$ cat config.mk
export PLATFORM = sky130hd
export DESIGN_NAME = vp_checkpoint_controller
export DESIGN_NICKNAME = d
export VERILOG_FILES = /design/src/rtl/vp_checkpoint_controller.sv
export SDC_FILE = /design/constraint.sdc
export NUM_CORES = 1
export LEC_CHECK = 0
export BUFFER_PORTS_ARGS = -buffer_cell sky130_fd_sc_hd__buf_4
export CAP_MARGIN = 20
export CORE_ASPECT_RATIO = 0.9
export CORE_MARGIN = 2
export CORE_UTILIZATION = 53
export DETAILED_ROUTE_END_ITERATION = 8
export HOLD_SLACK_MARGIN = 0.03
export PLACE_DENSITY = 0.93
export SLEW_MARGIN = 20
export SYNTH_ARGS = -nofsm -noshare
export SYNTH_HDL_FRONTEND = slang
export SYNTH_SLANG_ARGS = --single-unit
export TNS_END_PERCENT = 20
$ cat constraint.sdc
create_clock -name clk -period 4.1 [get_ports clk]
set_input_delay 0.205 -clock clk [delete_from_list [all_inputs] [get_ports clk]]
set_output_delay 0.205 -clock clk [all_outputs]
set_load 0.02 [all_outputs]
$ cat src/rtl/vp_checkpoint_controller.sv
`default_nettype none
// ============================================================================
// Module   : vp_checkpoint_controller
// Purpose  : Tracks one outstanding load at a time. A value prediction is
//            forwarded while the load waits for D-cache data, and the
//            register file is checkpointed when that happens. A correct
//            prediction trains the predictor. A wrong prediction, or no
//            data arriving in time, triggers a one-cycle recovery.
// Ports    : clk, rst_n            clock, synchronous active-low reset
//            ld_req, st_req        memory requests issued this cycle
//            pred_valid, pred_data prediction for the load in ld_req
//            dc_valid, dc_data     D-cache load return
//            take_snapshot         pulse, first cycle of speculation
//            spec_valid, spec_data forwarded prediction
//            mem_hold              memory stage stall (combinational)
//            recover               pulse, restore snapshot and flush
//            vp_train, vp_correct  predictor update pulse and outcome
//            hit_cnt, miss_cnt     saturating prediction statistics
// Revision : 1.0  initial release
// ============================================================================
`ifndef DATA_WIDTH
`define DATA_WIDTH 32
`endif

module vp_checkpoint_controller #(
    parameter int DATA_WIDTH = `DATA_WIDTH,
    parameter int TIMEOUT    = 64,
    parameter int CNT_WIDTH  = 16
) (
    input  logic                  clk,
    input  logic                  rst_n,
    input  logic                  ld_req,
    input  logic                  st_req,
    input  logic                  pred_valid,
    input  logic [DATA_WIDTH-1:0] pred_data,
    input  logic                  dc_valid,
    input  logic [DATA_WIDTH-1:0] dc_data,
    output logic                  take_snapshot,
    output logic                  spec_valid,
    output logic [DATA_WIDTH-1:0] spec_data,
    output logic                  mem_hold,
    output logic                  recover,
    output logic                  vp_train,
    output logic                  vp_correct,
    output logic [CNT_WIDTH-1:0]  hit_cnt,
    output logic [CNT_WIDTH-1:0]  miss_cnt
);

    // Sized to hold TIMEOUT itself, which the counter briefly reaches as it leaves a wait state.
    localparam int c_WAIT_W = $clog2(TIMEOUT + 1);

    typedef enum logic [1:0] {
        S_IDLE    = 2'd0,
        S_SPEC    = 2'd1,
        S_NOSPEC  = 2'd2,
        S_RECOVER = 2'd3
    } state_t;

    state_t                r_state;
    state_t                w_next_state;
    logic [c_WAIT_W-1:0]   r_wait_cnt;
    logic [DATA_WIDTH-1:0] r_spec_data;
    logic                  r_vp_train;
    logic                  r_vp_correct;
    logic [CNT_WIDTH-1:0]  r_hit_cnt;
    logic [CNT_WIDTH-1:0]  r_miss_cnt;

    logic w_waiting;
    logic w_timeout;
    logic w_match;
    logic w_hit_evt;
    logic w_miss_evt;
    logic w_train;
    logic w_latch_pred;

    // ------------------------------------------------------------------
    // Next-state and event decode
    // ------------------------------------------------------------------
    always_comb begin
        w_next_state = r_state;
        w_waiting    = (r_state == S_SPEC) || (r_state == S_NOSPEC);
        w_timeout    = (r_wait_cnt == c_WAIT_W'(TIMEOUT - 1));
        w_match      = (dc_data == r_spec_data);
        w_hit_evt    = 1'b0;
        w_miss_evt   = 1'b0;
        w_train      = 1'b0;
        w_latch_pred = 1'b0;

        case (r_state)
            S_IDLE: begin
                // Returning data with nothing outstanding is ignored.
                if (ld_req) begin
                    if (pred_valid) begin
                        w_next_state = S_SPEC;
                        w_latch_pred = 1'b1;
                    end else begin
                        w_next_state = S_NOSPEC;
                    end
                end
            end
            S_SPEC: begin
                // A load arriving in the same cycle is stalled by mem_hold and replayed later.
                if (dc_valid) begin
                    w_train = 1'b1;
                    if (w_match) begin
                        w_next_state = S_IDLE;
                        w_hit_evt    = 1'b1;
                    end else begin
                        w_next_state = S_RECOVER;
                        w_miss_evt   = 1'b1;
                    end
                end else if (w_timeout) begin
                    // The value never arrived, so the forwarded prediction cannot be trusted.
                    w_next_state = S_RECOVER;
                    w_miss_evt   = 1'b1;
                end
            end
            S_NOSPEC: begin
                if (dc_valid) begin
                    w_next_state = S_IDLE;
                    w_train      = 1'b1;
                end else if (w_timeout) begin
                    w_next_state = S_IDLE;
                end
            end
            default: begin
                w_next_state = S_IDLE;
            end
        endcase
    end

    // ------------------------------------------------------------------
    // State, wait counter, latched prediction, pulses and statistics
    // ------------------------------------------------------------------
    always_ff @(posedge clk) begin
        if (!rst_n) begin
            r_state      <= S_IDLE;
            r_wait_cnt   <= '0;
            r_spec_data  <= '0;
            r_vp_train   <= 1'b0;
            r_vp_correct <= 1'b0;
            r_hit_cnt    <= '0;
            r_miss_cnt   <= '0;
        end else begin
            r_state <= w_next_state;
            // Held at zero outside the wait states, so every wait starts from zero.
            if (w_waiting) begin
                r_wait_cnt <= r_wait_cnt + c_WAIT_W'(1);
            end else begin
                r_wait_cnt <= '0;
            end
            if (w_latch_pred) begin
                r_spec_data <= pred_data;
            end
            r_vp_train   <= w_train;
            r_vp_correct <= w_hit_evt;
            if (w_hit_evt && (r_hit_cnt != {CNT_WIDTH{1'b1}})) begin
                r_hit_cnt <= r_hit_cnt + CNT_WIDTH'(1);
            end
            if (w_miss_evt && (r_miss_cnt != {CNT_WIDTH{1'b1}})) begin
                r_miss_cnt <= r_miss_cnt + CNT_WIDTH'(1);
            end
        end
    end

    // ------------------------------------------------------------------
    // Outputs
    // ------------------------------------------------------------------
    // The wait counter is zero only in the first cycle of a speculation.
    assign take_snapshot = (r_state == S_SPEC) && (r_wait_cnt == '0);
    assign spec_valid    = (r_state == S_SPEC);
    assign spec_data     = r_spec_data;
    assign mem_hold      = (r_state == S_RECOVER) ||
                           (((r_state == S_SPEC) || (r_state == S_NOSPEC)) && (ld_req || st_req));
    assign recover       = (r_state == S_RECOVER);
    assign vp_train      = r_vp_train;
    assign vp_correct    = r_vp_correct;
    assign hit_cnt       = r_hit_cnt;
    assign miss_cnt      = r_miss_cnt;

endmodule

`default_nettype wire

After elaboration in Yosys (flattened, before gate mapping)
Cells that the tools add are included.

word-level totals
  bits in registers = 75
  output and inout bits = 70
  word-level logic and storage cells = 52

cells by class
  add/sub/neg operators = 3
  eq/ne operators = 10
  mux-type cells = 19
  reduce and logical (&&, ||, !) cells = 13

operators by type and width
  kind                   count
  $add 16x1->16 const B  2
  $eq 32x32->1           1
  $ne 16x16->1 const B   2
  $mux 2                 7
  $mux 1                 11
  $add 7x1->7 const B    1
  $eq 7x6->1 const B     1
  $logic_not 7->1        1
  $pmux 2 s3             1
  $eq 2x2->1 const B     2
  $logic_and 1x1->1      4
  $reduce_and 2->1       2
  $logic_or 1x1->1       3
  $ne 3x2->1 const B     1
  $ne 3x3->1 const B     1
  $reduce_and 3->1       1
  $eq 2x1->1 const B     1
  $logic_not 2->1        1
  $ne 2x2->1 const B     1
  $reduce_or 2->1        1

Logic depth before layout (Yosys ltp)
Gate-level depths: netlist of run 1.

  depth in word-level cells = 5
  gate-level depth with buffers = 9
  gate-level depth less buffers = 7

Worst setup path after synthesis of run 1
OpenSTA, ideal clock, no wires.

  kind = register to register
  from = reg r_miss_cnt[0] (netlist: miss_cnt[0])
  to = reg r_miss_cnt[14] (netlist: miss_cnt[14])
  setup time = 0.124 ns
  data arrival time = 1.895 ns
  path slack = 2.081 ns
  stages on the path, launching flop included = 10
  buffers on the path = 2
  period minus slack after synthesis = 2.019 ns
  cell sequence = dfxtp_1 > ha_1 > nand3_1 > nor4_1 > nand2b_1 > nand3_1 > buf_2 > buf_2 > nor3_1 > mux2i_1

between the ends
  cells in the longest elaborated chain, start to end = 2

ends and longest elaborated chain
  what                                                   line  source
  start: declaration                                     66    logic [CNT_WIDTH-1:0] r_miss_cnt;
  start signal: assignment                               161   r_miss_cnt <= r_miss_cnt + CNT_WIDTH'(1);
  branches (longest 2 deep; another with $add 16x1->16)  -

Several ways; the timed one is not identified.
A chain may end at the register's enable or synchronous reset.

Worst setup path in the final report of run 1
  from = reg r_wait_cnt[0]
  to = reg r_miss_cnt[11] (netlist: miss_cnt[11])

between the ends
  cells in the longest elaborated chain, start to end = 5

ends and longest elaborated chain
  what                      line  source
  start: declaration        61    logic [c_WAIT_W-1:0] r_wait_cnt;
  start signal: assignment  148   r_wait_cnt <= r_wait_cnt + c_WAIT_W'(1);
  $eq 7x6->1                82    w_timeout = (r_wait_cnt == c_WAIT_W'(TIMEOUT - 1));
  $mux 1                    112   end else if (w_timeout) begin
  $mux 1                    103   if (dc_valid) begin
  $mux 1                    89    case (r_state)
  $logic_and 1x1->1         160   if (w_miss_evt && (r_miss_cnt != {CNT_WIDTH{1'b1}})) begin

Every way passes these cells.

==> impl_results.md, run 1 <==
- Crit path arrival time: around 2900 ps
- Tmin final: roughly 2600 ps
- Post-synth EDFFs: 0
- Layout fillers: 533
- CTS clk-pin slew, worst paths: ~80 ps
- Largest net degree at the start of global routing: 55
- Static leakage: between 1.5 and 2 nW
- Sequential share of the synthesized area: ~40%
- WL/cell: approximately 15 um
- Worst IR Drop VDD: around 0.31 mV
- Worst Tran Pin Value: between 900 and 1000 ps
- Finished Cell Area: roughly 5000 um^2
- CTS tree: done
- Die width: approximately 90 um
- Layout cell share with drive strength beyond 1: a little over a quarter
- M1 GR Usage: between 30% and 40%
- Die area: 7777 um^2
- Fin Setup TNS: 0 ps
- Period utilization: a little over three fifths
- Slew HR: around a third
- Routed WL: 10.78 mm
- Final hold viol count: 0
- Switching power: 0.6629 mW
- Clock H-tree levels: 3
- Worst-Skew Late Latency: 350 ps
- Starting Density: a little over half
- TritonCTS Buffers: 9
- Initial DRC count: ~220
- I/O pins: 140
- Clk root buf: clkbuf_8
- Ys async rst share: 0%
- First-pass GRT wire length: roughly 17 mm
- GRT Total Usage: between 20 and 30%
- Cells after synthesis: ~470
- Dpl hpwl: ~7.9 mm
- Post-synth cell types: slightly above 40
- Placed Instances: slightly below 700
- Fin. max-slew vios: 0
- Final net count: approximately 680
- Post-CTS sizing: 0
- Global route hottest layer: met2
- 1st-pass router iterations: 7
- Syn nets: 550
- Status: complete, no violations
- CP Data Required Time: 4380 ps
- Reg power frac: between 40% and 50%
- Clock power share: just over 30%
- Post-route DRC: 0
- Worst setup EP type: register
- Total gr overflow: 0
- Die Ht: 83.87 um
- Sw frac: around 33%
- Vias per std cell: 5.716
- Non-filler cells, final: about 700
- Met2 Usage GRT: between 40% and 50%
- Mapped cell area: between 3000 and 4000 um^2
- Area Overhead vs Synth: 34.48%
- I/O Buffers: around 140
- Comb pwr share: ~28%
- Maximum clock rate: just under 400 MHz
- RSZ-0062 raised after global routing: false
- Clock Skew: approximately 10 ps
- Post-DP Area: around 4800 um^2
- Worst Setup Path Type: register to register
- Cell Pwr Density: approximately 400 nW/um^2
- Pint: approximately 1.4 mW
- Most common cell after layout, fill and taps aside: buf_4
- Rows: 29
- Synth warn: 0
- Core box area: ~7000 um^2
- Number of global-route vias before repair: between 3,000 and 4,000
- Routed Antenna Nets: 0
- Via Count: 3,984
- M3 GR Usage: 9.846%
- Top_reg_cell synth: dfxtp_1
- Clk sink count: between 70 and 80
- Reg2reg setup slack: 1530 ps
- Hold Path Class: input pin to register
- Post-CTS Setup Inserts: 0
- Initial antenna violation count: 0
- Crit path max fanout: 22
- Max Root-Sink Buffers: 2
- Routability cong.: 0.8274
- # hold bufs at CTS: 0
- Synth Register Bits: 75
- Most frequent cells in the layout: 140 x buf_4, 96 x nand2_1, 75 x dfxtp_1
- Total inserted antenna cells: 0
- Max-cap viol count: 0
- Final setup viols: 0
- Startpoint Class: register
- Post-Syn Area per Cell: 7.958 um^2
stage by stage:
step / power [mW] / utilization, % / worst slack [ps] / hold WS [ps]
after CTS: 2.039 / 72.50 / 1546 / 85.40
after floorplan: 1.188 / - / 2081 / 341.0
final: 2.029 / 72.50 / 1529 / 96.67
after global routing: 2.126 / 72.50 / 1328 / 87.24
after detailed placement: 1.416 / 69.41 / 1562 / 460.6
after global placement: 1.388 / 69.34 / 1759 / 443.1
kinds of logic after synthesis:
group / synth area share [%]
AOI/OAI and AO/OA: 14.46
xor gates and xnor gates: 7.462
adders and majority gates: 2.665
buffers and inverters: 4.230
DFF: 39.97
muxes: 2.132
and+or+nand+nor: 29.08
worst max-delay path, cell delays in order (launching register included):
cell     delay, ps
dfxtp_1        380
ha_1           240
nand3_2        140
o31ai_2        320
nand3_1        570
or4_1          690
a21oi_1        150
synthesized netlist by cell type (5+ instances only):
cell type / n / area (um^2)
nor4_1: 6 / 37.54
ha_1: 8 / 100.1
nand2b_1: 12 / 75.07
o31ai_1: 14 / 105.1
a21oi_1: 53 / 265.3
nor3_1: 6 / 30.03
o21ai_0: 10 / 50.05
inv_1: 16 / 60.06
or4_1: 17 / 127.6
nor2_1: 19 / 71.32
buf_2: 6 / 30.03
nand2_1: 96 / 360.4
nand3_1: 23 / 115.1
dfxtp_1: 75 / 1501
nand4_1: 19 / 118.9
mux2i_1: 8 / 80.08
xnor2_1: 30 / 262.8
and3_1: 6 / 37.54
or3_1: 5 / 31.28
clkbuf_1: 16 / 60.06
layer usage:
metal  vias to the layer above  wire (um)
met1                      1859       4123
met3                        33        901
met4                         0        309
met5                         -          0
li1                       1925          -
met2                       167       5450
state kept, by name, summed over array words and instances (netlist names):
signal	flops
vp_train	1
hit_cnt	16
r_wait_cnt	7
r_state	2
miss_cnt	16
vp_correct	1
spec_data	32
cell type report:
class                           count  area [um^2]  area share (%)
Tap cell                           93        116.4           2.304
Clock buffer                       10        137.6           2.725
Clock inverter                      5        77.57           1.536
Multi-Input combinational cell    357         2103           41.64
Sequential cell                    75         1501           29.73
Timing Repair Buffer              140         1051           20.81
Inverter                           17        63.81           1.263
worst paths after layout:
kind	to	from	depth (start not counted)
setup / recovery	miss_cnt[11]	r_wait_cnt[0]	6
hold / removal	spec_data[5]	pred_data[5]	3
setup reg to reg	miss_cnt[11]	r_wait_cnt[0]	6
hold reg to reg	r_wait_cnt[0]	r_wait_cnt[0]	1
power groups by stage:
| stage | Sequential [mW] | Combinational [mW] | Clock (mW) |
|---|---|---|---|
| after floorplan | 0.893 | 0.295 | 0 |
| after global placement | 0.848 | 0.539 | 0 |
| after detailed placement | 0.854 | 0.562 | 0 |
| after CTS | 0.838 | 0.565 | 0.636 |
| after global routing | 0.847 | 0.617 | 0.662 |
| final | 0.839 | 0.564 | 0.626 |
(Power assumes the default switching activity.)
==> run 2, diff against run 1 <==
--- a/config.mk
+++ b/config.mk
@@ -9,10 +9,10 @@
 export CAP_MARGIN = 20
 export CORE_ASPECT_RATIO = 0.9
 export CORE_MARGIN = 2
-export CORE_UTILIZATION = 53
+export CORE_UTILIZATION = 49
 export DETAILED_ROUTE_END_ITERATION = 8
 export HOLD_SLACK_MARGIN = 0.03
-export PLACE_DENSITY = 0.93
+export PLACE_DENSITY = 0.88
 export SLEW_MARGIN = 20
 export SYNTH_ARGS = -nofsm -noshare
 export SYNTH_HDL_FRONTEND = slang
==> constraint.sdc (replaced) <==
create_clock -name clk -period 2.7 [get_ports clk]
set_input_delay 0.135 -clock clk [delete_from_list [all_inputs] [get_ports clk]]
set_output_delay 0.135 -clock clk [all_outputs]
set_load 0.02 [all_outputs]
==> impl_results.md, run 2 (synthesized netlist as in run 1, its figures left out) <==
- Max-cap viol count: 0 (unchanged)
- Max FFs per register: 32 (unchanged)
- Area Overhead vs Synth: 40.84%
- Maximum clock rate: 414.7 MHz (+6.6%)
- Min-delay src: pred_data[5]
- R2R Path Start: spec_data[29]
- Core box area: 7470 um^2 (+7.2%)
- Total inserted antenna cells: 0 (unchanged)
- Slew HR: 32.95% (-1.1 points)
- Comb pwr share: 30.6% (+2.8 points)
- Fin. max-slew vios: 0 (unchanged)
- CTS clk-pin slew, worst paths: 70 ps (about the same)
- Switching power: 1.018 mW (+54%)
- Dpl hpwl: 7.982 mm (+1.2%)
- Reg2reg setup slack: 290 ps (-1240 ps)
- Layout cell share with drive strength beyond 1: 26.22% (-0.93 points)
- First-pass GRT wire length: 18.68 mm (+6.8%)
- 1st-pass router iterations: 5 (-2)
- Vias per std cell: 5.646 (-1.2%)
- Post-CTS Setup Inserts: 0 (unchanged)
- Die Ht: 87.06 um (+3.8%)
- Via Count: 4,116 (+3.3%)
- Clock H-tree levels: 3 (unchanged)
- Crit path max fanout: 13 (-41%)
- Reg power frac: 43.1% (+1.8 points)
- Worst IR Drop VDD: 0.3355 mV (+6.8%)
- Routed Antenna Nets: 0 (unchanged)
- Startpoint Class: register
- Clock power share: 26.3% (-4.6 points)
- TritonCTS Buffers: 9 (unchanged)
- Number of global-route vias before repair: 4,002 (+4.9%)
- WL/cell: 16.39 um (+5.9%)
- Final net count: 708 (+4.4%)
- Tmin final: 2411 ps (-160.1 ps)
- GRT Total Usage: 28.79% (+0.95 points)
- Most common cell after layout, fill and taps aside: buf_4
- Worst setup EP type: register
- Total gr overflow: 0 (unchanged)
- Pint: 1.941 mW (+42%)
- Period utilization: 89.30% (+27 points)
- Worst Tran Pin Value: 1004 ps (+15.94 ps)
- RSZ-0062 raised after global routing: false
- Cell Pwr Density: 559.4 nW/um^2 (+39%)
- Post-CTS sizing: 0 (unchanged)
- Routed WL: 11.95 mm (+11%)
- Worst-Skew Late Latency: 360 ps (about the same)
- Initial DRC count: 269 (+22%)
- FF-to-FF End: hit_cnt[11]
- Fin Setup TNS: 0 ps (unchanged)
- Largest net degree at the start of global routing: 55 (unchanged)
- Routability cong.: 0.8471 (+2.4%)
- Initial antenna violation count: 0 (unchanged)
- Max Root-Sink Buffers: 2 (unchanged)
- Most frequent cells in the layout: 145 x buf_4, 96 x nand2_1, 75 x dfxtp_1
- Hold Path Class: input pin to register
- Clock Skew: 9.816 ps (-0.1417 ps)
- WHS Path Cells: 3 (unchanged)
- Post-route DRC: 0 (unchanged)
- Hold path endpoint: spec_data[5]
- Die width: 96.29 um (+3.8%)
- Die area: 8383 um^2 (+7.8%)
- Post-DP Area: 4872 um^2 (+0.75%)
- I/O Buffers: 139 (unchanged)
- Status: complete, no violations
- Crit path arrival time: 2680 ps (-170 ps)
- CTS tree: done
- Worst Setup Path Type: register to register
- Final setup viols: 0 (unchanged)
- Sw frac: 34.42% (+1.7 points)
- Clk sink count: 75 (unchanged)
- Final hold viol count: 0 (unchanged)
- I/O pins: 140 (unchanged)
- Starting Density: 50.28% (-3.6 points)
- Rows: 30 (+3.4%)
- CP Data Required Time: 2970 ps (-1410 ps)
- Static leakage: 2.059 nW (+5.2%)
- # hold bufs at CTS: 25 (+25)
- Cells on worst reg2reg path: 6 (unchanged)
- Finished Cell Area: 5290 um^2 (+4.7%)
- Clk root buf: clkbuf_8
## run 2: changes by cell type in the layout (fill, tap and decap cells not counted)
cell,previous run,this run
clkbuf_1,0,1
clkinv_2,2,1
nand3_2,2,1
clkbuf_8,10,11
buf_4,140,145
dlygate4sd3_1,0,25
bufinv_16,2,0
nand3_1,22,23
## run 2: area by class of cell
| type | count | area (um^2) |
|---|---|---|
| well taps | 96 | 120.1 |
| repair buffers | 170 | 1339 |
| flip-flops and latches | 75 | 1501 |
| inverters | 17 | 63.81 |
| clock inverters | 2 | 12.51 |
| fillers | 548 | 2180 |
| clock buffers | 12 | 155.1 |
| multi-input cells | 357 | 2098 |
## run 2: worst max path at each step
stage / from / to / slack (ps)
after floorplan: miss_cnt[0] / miss_cnt[14] / 680
after global placement: spec_data[3] / hit_cnt[11] / 470
after detailed placement: spec_data[25] / hit_cnt[11] / 390
after CTS: spec_data[25] / hit_cnt[11] / 370
after global routing: r_wait_cnt[0] / miss_cnt[3] / 140
final: spec_data[29] / hit_cnt[11] / 290
## run 2: per-stage QoR
step | power (mW) | hold slack [ps] | utilization [%] | std cells | worst slack (ps)
after floorplan | 1.804 | 271.0 | - | 472 | 680.7
after global placement | 2.123 | 381.1 | 65.23 | 690 | 467.3
after detailed placement | 2.148 | 391.2 | 65.23 | 690 | 390.4
after CTS | 2.950 | 30.54 | 70.82 | 729 | 369.6
after global routing | 3.101 | 40.42 | 70.82 | 729 | 136.8
final | 2.959 | 36.51 | 70.82 | 729 | 288.9
## run 2: per-layer routing
| layer | track usage, % | wire length [um] | part of all wire [%] | vias to the layer above |
|---|---|---|---|---|
| met5 | 0 | 0 | 0 | - |
| met4 | 12.29 | 358 | 3.0 | 0 |
| met3 | 8.658 | 868 | 7.3 | 36 |
| met2 | 50.88 | 6166 | 52 | 175 |
| met1 | 31.85 | 4557 | 38 | 1926 |
| li1 | - | - | - | 1979 |
## run 2: power by group through the flow
| stage | clock network, mW | registers (mW) | logic, mW |
|---|---|---|---|
| finish | 0.778 | 1.28 | 0.905 |
| global route | 0.835 | 1.29 | 0.979 |
| global placement | 0 | 1.29 | 0.834 |
| floorplan | 0 | 1.36 | 0.449 |
| detailed placement | 0 | 1.30 | 0.851 |
| CTS | 0.794 | 1.27 | 0.884 |
## run 2: critical path: stages (launching register included)
cell and delay, ps:
dfxtp_1 340, xnor2_1 280, nand4_1 180, nor4_2 310, nand4_1 450, or4_1 620
a21oi_1 150
==> run 3, diff against run 2 <==
--- a/config.mk
+++ b/config.mk
@@ -10,9 +10,11 @@
 export CORE_ASPECT_RATIO = 0.9
 export CORE_MARGIN = 2
 export CORE_UTILIZATION = 49
+export CTS_CLUSTER_DIAMETER = 200
 export DETAILED_ROUTE_END_ITERATION = 8
 export HOLD_SLACK_MARGIN = 0.03
 export PLACE_DENSITY = 0.88
+export SETUP_SLACK_MARGIN = 0.5
 export SLEW_MARGIN = 20
 export SYNTH_ARGS = -nofsm -noshare
 export SYNTH_HDL_FRONTEND = slang
==> impl_results.md, run 3 (synthesized netlist as in run 1, its figures left out) <==
- Crit path max fanout: 17 (+4)
- Clk sink count: 75 (unchanged)
- Status: complete, no violations
- GRT Total Usage: 28.79% (unchanged)
- CTS tree: done
- Tot Pwr: 3.015 mW (+1.9%)
- Fin Setup TNS: 0 ps (unchanged)
- Via Count: 4,180 (+1.6%)
- Vias per std cell: 5.718 (+1.3%)
- Largest net degree at the start of global routing: 55 (unchanged)
- Hold Path Class: input pin to register
- CTS clk-pin slew, worst paths: 80 ps (about the same)
- Clock H-tree levels: 3 (unchanged)
- Core box area: 7470 um^2 (unchanged)
- Clk root buf: clkbuf_8
- Area Overhead vs Synth: 44.70%
- RSZ-0062 raised after global routing: true
- Worst-Skew Late Latency: 350 ps (about the same)
- Worst IR Drop VDD: 0.3394 mV (+1.2%)
- Slew HR: 32.12% (-0.83 points)
- Worst Tran Pin Value: 1017 ps (+12.37 ps)
- Final net count: 710 (+0.28%)
- Tmin final: 2158 ps (-252.7 ps)
- TritonCTS Buffers: 9 (unchanged)
- First-pass GRT wire length: 18.68 mm (unchanged)
- Routability cong.: 0.8471 (unchanged)
- I/O pins: 140 (unchanged)
- Most frequent cells in the layout: 146 x buf_4, 96 x nand2_1, 72 x dfxtp_1
- Fin. max-slew vios: 0 (unchanged)
- WHS: 42.36 ps (+5.843 ps)
- Routed WL: 12.32 mm (+3.1%)
- Worst setup EP type: register
- Max-cap viol count: 0 (unchanged)
- Finished Cell Area: 5435 um^2 (+2.7%)
- Max Root-Sink Buffers: 2 (unchanged)
- Initial DRC count: 276 (+2.6%)
- Post-DP Area: 4872 um^2 (unchanged)
- Most common cell after layout, fill and taps aside: buf_4
- Total gr overflow: 0 (unchanged)
- Dpl ws: 390.4 ps (unchanged)
- 1st-pass router iterations: 5 (unchanged)
- Cell Pwr Density: 554.6 nW/um^2 (-0.85%)
- I/O Buffers: 139 (unchanged)
- Clock Skew: 11.08 ps (+1.267 ps)
- Initial antenna violation count: 0 (unchanged)
- Startpoint Class: register
- Total inserted antenna cells: 0 (unchanged)
- Final WS setup: 541.6 ps (+252.7 ps)
- Die width: 96.29 um (unchanged)
- Crit path arrival time: 2430 ps (-250 ps)
- Post-route DRC: 0 (unchanged)
- Final hold viol count: 0 (unchanged)
- Final setup viols: 0 (unchanged)
- Static leakage: 2.127 nW (+3.3%)
- CP Data Required Time: 2970 ps (about the same)
- Starting Density: 50.28% (unchanged)
- Worst Setup Path Type: register to register
- Dpl hpwl: 7.982 mm (unchanged)
- Period utilization: 79.94% (-9.4 points)
- Rows: 30 (unchanged)
- Number of global-route vias before repair: 4,008 (+0.15%)
- Routed Antenna Nets: 0 (unchanged)
- WL/cell: 16.85 um (+2.8%)
- Maximum clock rate: 463.3 MHz (+12%)
- Die area: 8383 um^2 (unchanged)
- Layout cell share with drive strength beyond 1: 29.45% (+3.2 points)
- Die Ht: 87.06 um (unchanged)
- Max FFs per register: 32 (unchanged)
==> run 3: path summary, 6_finish.rpt <==
kind	startpoint	end	slack, ps	cells after the start
worst max-delay path	r_wait_cnt[0]	miss_cnt[3]	540	7
worst min-delay path	pred_data[6]	spec_data[6]	40	3
worst max register to register	r_wait_cnt[0]	miss_cnt[3]	540	7
worst min register to register	r_wait_cnt[0]	r_wait_cnt[0]	470	1
==> run 3: area by class of cell <==
class	instances	area, um^2
Multi-Input combinational cell	357	2217
Sequential cell	75	1505
Clock inverter	2	12.51
Tap cell	96	120.1
Clock buffer	12	155.1
Inverter	17	63.81
Fill cell	538	2034
Timing Repair Buffer	172	1361
==> run 3: worst max-delay path, stage by stage, from the launching register on <==
cell,delay (ps)
dfxtp_2,370
ha_2,210
nand3_2,140
o31ai_4,350
nand3_4,120
buf_8,180
or4_1,550
a21oi_2,160
==> run 3: per-layer routing <==
layer	GRT usage [%]	share of wire (%)
met1	31.85	37
met2	50.88	51
met3	8.658	8.4
met4	12.29	3.0
met5	0	0
==> run 3: timing repair <==
action | CTS | global route
hold endpoints to repair | 25 | 0
setup endpoints to repair | 13 | 17
hold buffers | 25 | 0
buffers inserted | 1 | 1
pin swaps | 2 | 3
gates resized for setup | 2 | 21
cloned | 0 | 0
==> run 3: stage by stage <==
| stage | util, % | instances |
|---|---|---|
| floorplan | - | 472 |
| global placement | 65.23 | 690 |
| detailed placement | 65.23 | 690 |
| CTS | 71.11 | 730 |
| global route | 72.76 | 731 |
| finish | 72.76 | 731 |
==> run 3: power breakdown <==
part	switching [mW]	internal [mW]
sequential	0.0915	1.19
combinational	0.550	0.404
clock	0.402	0.373
